File: src/rtl/updown_mod_counter.sv
// Up/down modulo counter with wrap or saturate at 0/MOD_MAX, sync clear and clamped load.
// Latency: 1 cycle to count/wrap/limit; no backpressure, one step per enabled cycle.
module updown_mod_counter #(
  parameter int unsigned          WIDTH    = 4,
  parameter logic [WIDTH-1:0]     MOD_MAX  = {WIDTH{1'b1}},
  parameter bit                   SATURATE = 1'b0
) (
  input  logic             clk,
  input  logic             reset,
  input  logic             clear,
  input  logic             load,
  input  logic [WIDTH-1:0] load_data,
  input  logic             en,
  input  logic             up,
  output logic [WIDTH-1:0] count,
  output logic             at_zero,
  output logic             at_max,
  output logic             wrap,
  output logic             limit
);

  localparam logic [WIDTH-1:0] ZERO = '0;
  localparam logic [WIDTH-1:0] ONE  = WIDTH'(1);

  logic [WIDTH-1:0] count_nxt;
  logic             wrap_nxt;
  logic             limit_nxt;
  logic             hit_max;
  logic             hit_zero;

  // >= guards against stepping past MOD_MAX without relying on WIDTH-bit overflow
  assign hit_max  = (count >= MOD_MAX);
  assign hit_zero = (count == ZERO);

  always_comb begin
    count_nxt = count;
    wrap_nxt  = 1'b0;
    limit_nxt = 1'b0;
    if (clear) begin
      count_nxt = ZERO;
    end else if (load) begin
      count_nxt = (load_data > MOD_MAX) ? MOD_MAX : load_data;
    end else if (en) begin
      if (up) begin
        if (!hit_max) begin
          count_nxt = count + ONE;
        end else if (SATURATE) begin
          limit_nxt = 1'b1;
        end else begin
          count_nxt = ZERO;
          wrap_nxt  = 1'b1;
        end
      end else begin
        if (!hit_zero) begin
          count_nxt = count - ONE;
        end else if (SATURATE) begin
          limit_nxt = 1'b1;
        end else begin
          count_nxt = MOD_MAX;
          wrap_nxt  = 1'b1;
        end
      end
    end
  end

  always_ff @(posedge clk or posedge reset) begin
    if (reset) begin
      count <= ZERO;
      wrap  <= 1'b0;
      limit <= 1'b0;
    end else begin
      count <= count_nxt;
      wrap  <= wrap_nxt;
      limit <= limit_nxt;
    end
  end

  assign at_zero = (count == ZERO);
  assign at_max  = (count == MOD_MAX);

endmodule

File: config.mk
export PLATFORM = sky130hd
export DESIGN_NAME = updown_mod_counter
export DESIGN_NICKNAME = d
export VERILOG_FILES = /design/src/rtl/updown_mod_counter.sv
export SDC_FILE = /design/constraint.sdc
export NUM_CORES = 1
export LEC_CHECK = 0
export ABC_CLOCK_PERIOD_IN_PS = 1300
export CAP_MARGIN = 40
export CORE_MARGIN = 3
export CORE_UTILIZATION = 30
export DETAILED_ROUTE_END_ITERATION = 10
export GPL_ROUTABILITY_DRIVEN = 1
export PLACE_DENSITY = 0.63
export RECOVER_POWER = 25
export SYNTH_ARGS = -nofsm -noshare
export SYNTH_HDL_FRONTEND = slang
export SYNTH_SLANG_ARGS = --single-unit
File: constraint.sdc
create_clock -name clk -period 1.3 [get_ports clk]
set_input_delay 0.13 -clock clk [delete_from_list [all_inputs] [get_ports clk]]
set_output_delay 0.13 -clock clk [all_outputs]
set_load 0.1 [all_outputs]
After elaboration in Yosys (flattened, before gate mapping)

Cells that the tools add are included.

Flip-flop bits (word level): 5
Bits of input ports: 10
Output and inout port bits: 8
Word-level logic and storage cells: 22

$add $sub $neg: 2
Magnitude comparators: 2
Eq/ne operators: 1
Mux-type cells: 13
Reductions and logical operators: 2

Operators with widths:

| cell                                                                | number |
|---|---|
| 4-bit two-way mux                                                   | 7 |
| 1-bit two-way mux                                                   | 6 |
| 4-bit by 1-bit adder with 4-bit output (second input constant)      | 1 |
| 4-bit equality test (second input constant)                         | 1 |
| 4-bit greater-or-equal comparator (second input constant)           | 1 |
| 4-bit greater-than comparator (second input constant)               | 1 |
| 4-bit zero test                                                     | 1 |
| 4-bit by 1-bit subtractor with 4-bit output (second input constant) | 1 |
| 3-bit nonzero test                                                  | 1 |

Longest topological paths before layout

Depth after elaboration: 6
Mapped depth: 6

Worst setup path before layout

No wires, ideal clock.

Path kind: reg2out
Start: register count[1]
End: output at_zero
Arrival: 2675 ps
Required time: 1170 ps
Slack: -1505 ps
Cell stages (with the launch flop): 5
Buffers on the path: 0
Cell sequence: dfrtp_1 > inv_1 > ha_1 > or2b_1 > nor2_1

Cells in the longest elaborated chain, start to end: 1

Ends and longest elaborated chain:

| item                   | line | source |
|---|---|---|
| from (decl)            | 15   | `output logic [WIDTH-1:0] count,` |
| from (signal assigned) | 72   | `count <= count_nxt;` |
| 4-bit zero test        | 78   | `assign at_zero = (count == ZERO);` |
| to (decl)              | 16   | `output logic at_zero,` |

No other way between the ends.

Final worst setup path

Start: register count[0]
End: output at_zero

The elaborated chain is that of the path after synthesis.

==> metrics.csv <==
stage,metric,value,unit
synth,synthSimpleGateAreaFrac,0.1966,
place,dp_hpwl,1039,um
pwr,internal_power,0.0005032,W
worst_setup_path,slowest_stage,dfrtp_4,
worst_hold_path,min_path_type,input port to async pin,
clock_tree,cts_hold_buffers,0,
die,die_w,44.26,um
sta,setup_viol,9,
cells_and_area,syn_to_final_growth,114.0,%
worst_setup_path,cpPeakStageDelay,0.50,ns
cells_and_area,drive_gt1_frac,0.5761,
clock_tree,h-tree-depth,1,
sta,finClkSkew,0.001211,ns
run_status,violations,setup timing,
sta,fin_crit,1.633,ns
worst_setup_path,critPathMaxFanout,4,
route,wl,1410,um
pwr,clkPwrFrac,0.218,
synth,synth.yosys.seq_area_share,0.2849,
sta,post-route-period-util,1.256,
cells_and_area,final_cell_mix,"buf_4, clkdlybuf4s50_1, buf_12",
synth,yosys.area_share.adder,0.05698,
clock_tree,clk_pin_slew_worst_paths,0.04,ns
cells_and_area,final_util,0.7045,
cells_and_area,num_antenna_cells,0,
route,drt-pass1-iter-count,2,
sta,finalHoldViolations,0,
job,cap_violations,0,
route,post_drt_wl_per_cell,13.18,um
die,initial_core_util,0.3293,
synth,syn-instance-count,52,
synth,postSynthAreaPerCell,8.446,um2
cells_and_area,layout.nets,105,
pwr,swShare,0.3983,
pwr,p_per_area,890.1,nW/um2
clock_tree,clock_path_buffers,2,
global_route,grt.total_usage,0.1608,
synth,synth.distinct_cells,28,
global_route,grt_pass1_wl,2339,um
global_route,overflow,0,
clock_tree,cts_tree,built,
synth,muxShareOfSynthArea,0.04558,
place,dpl_worst_slack,-0.2173,ns
sta,rsz0062_at_grt,true,
clock_tree,insertion_delay,0.24,ns
sta,finalWorstSetupSlack,-0.3328,ns
place,dp.cells,96,
worst_setup_path,end_kind,output port,
die,coreArea,1334,um2
cells_and_area,layout_commonest_cell,buf_4,
pwr,p_comb_frac,0.557,
synth,synth-compound-area-share,0.2393,
worst_setup_path,required,1.17,ns
route,vias_per_cell,4.916,
global_route,antenna_found_initial,0,
clock_tree,root_buffer,clkbuf_4,
synth,synth_top_family_by_area,compound AO/OA/AOI/OAI gates,
pwr,seq_power_share,0.225,
place,io_buffers,16,
synth,yosysWarningCount,0,
global_route,grt_max_degree,9,
clock_tree,numCtsBuffers,3,
sta,maxClockFrequency,612.4,MHz
die,rows,13,
route,drcViolationCount,0,
worst_setup_path,arrival,1.50,ns
pwr,vdd_drop_max,0.7771,mV
synth,syn_nets,64,
run_status,status,finished with violations,
pwr,p_sw,0.0003332,W
place,gp_congestion,0.7804,
sta,tns,-1.687,ns
route,vias,526,
synth,synth_area,439.2,um2
synth,synth_xor_area_frac,0.03989,
pwr,total_leakage_power,0.4240,nW
die,die_h,44.26,um
route,drtIter0Drc,3,
global_route,grt_pass1_vias,553,
route,antenna_left,0,
worst_setup_path,critPathLaunchType,flip-flop,
synth,ys_seq_elements,5,
die,dieArea,1959,um2
worst_setup_path,crit_chain,inv_4 -> ha_4 -> or2b_4 -> nor2_4 -> buf_12,
sta,drv_slew,0,
die,io_pins,18,
cells_and_area,instances_no_fill,107,
worst_setup_path,crit_type,flip-flop to output port,
clock_tree,cts_sinks,5,
## kinds of logic after synthesis
kind of cell | Yosys count
and+or+nand+nor | 15
other | 1
xor gates and xnor gates | 2
muxes | 2
buffers and inverters | 10
AOI/OAI and AO/OA | 15
DFF | 5
adders and majority gates | 2
## path summary, 6_finish.rpt
path / endpoint / startpoint / slack (ns) / cells past startpoint
worst max-delay path: at_zero / count[0]$_DFFE_PP0P_ / -0.33 / 5
worst min-delay path: count[1]$_DFFE_PP0P_ / reset / 0.22 / 2
worst max register to register: count[0]$_DFFE_PP0P_ / count[0]$_DFFE_PP0P_ / -0.33 / 7
worst min register to register: count[0]$_DFFE_PP0P_ / count[2]$_DFFE_PP0P_ / 0.82 / 4
max in group asynchronous: count[0]$_DFFE_PP0P_ / reset / 0.89 / 2
min in group clk: count[0]$_DFFE_PP0P_ / load_data[0] / 0.44 / 3
## cell usage after synthesis
master / count / area, um2
nor3b_1: 1 / 7.510
or2b_1: 1 / 7.510
nor2_1: 4 / 15.01
o21ai_0: 3 / 15.01
o311a_1: 1 / 10.01
ha_1: 2 / 25.02
o32ai_2: 1 / 16.27
o21ai_1: 2 / 10.01
nor3_1: 1 / 5.000
nand2b_1: 1 / 6.260
inv_2: 2 / 7.510
buf_6: 2 / 22.52
nand2_1: 1 / 3.750
a221oi_2: 1 / 15.01
or3_4: 1 / 11.26
nand3_1: 1 / 5.000
o21a_1: 1 / 7.510
mux2i_1: 2 / 20.02
nor2b_1: 1 / 6.260
dfrtp_1: 5 / 125.1
buf_4: 1 / 7.510
a21oi_1: 5 / 25.02
nand4_1: 1 / 6.260
a31oi_1: 1 / 6.260
conb_1: 1 / 3.750
and3_1: 2 / 12.51
xnor2_1: 2 / 17.52
inv_1: 5 / 18.77
## registers in the layout, summed over array words and instances, names as in the netlist
name   flops
count      4
wrap       1
## cell type report
class | instances | area, um2
sequential | 5 | 135.1
fill | 114 | 394.1
inverter | 7 | 31.28
clock buffer | 4 | 26.28
multi-input combinational | 37 | 321.6
tap | 15 | 18.77
timing repair buffer | 39 | 406.6
## timing repair
action,4_1_cts,5_1_grt
gates resized for setup,0,11
cloned,0,0
setup buffers,4,5
pin swaps,1,9
setup endpoints to repair,7,9
## power groups by stage
stage	Clock (W)	Sequential [W]	Combinational, W
2_1_floorplan	0	0.000269	0.000157
3_3_place_gp	0	0.000190	0.000399
3_5_place_dp	0	0.000190	0.000403
4_1_cts	0.000190	0.000186	0.000421
5_1_grt	0.000198	0.000190	0.000493
6_report	0.000183	0.000188	0.000466
## metal layers
metal  vias up  wire [um]  global-route usage
met1       251        561              0.1687
met2        14        777              0.3110
li1        259          -                   -
met4         0         22             0.09036
met3         2         48            0.008130
met5         -          0                   0
## worst max-delay path: cells and delay by family (launching register included)
kind | cells | cell delay (ns)
adders and majority gates | 1 | 0.12
buffers and inverters | 2 | 0.26
and+or+nand+nor | 2 | 0.39
DFF | 1 | 0.50
## stage by stage
step           area [um2]  hold WS [ns]   power, W
6_report            939.7        0.2217  0.0008364
3_5_place_dp        818.3        0.3425  0.0005930
4_1_cts             874.6       0.08050  0.0007971
3_3_place_gp        818.3        0.3400  0.0005882
5_1_grt             939.7        0.2582  0.0008810
2_1_floorplan       479.2      -0.09158  0.0004259
Power figures use the tool's default switching activity.
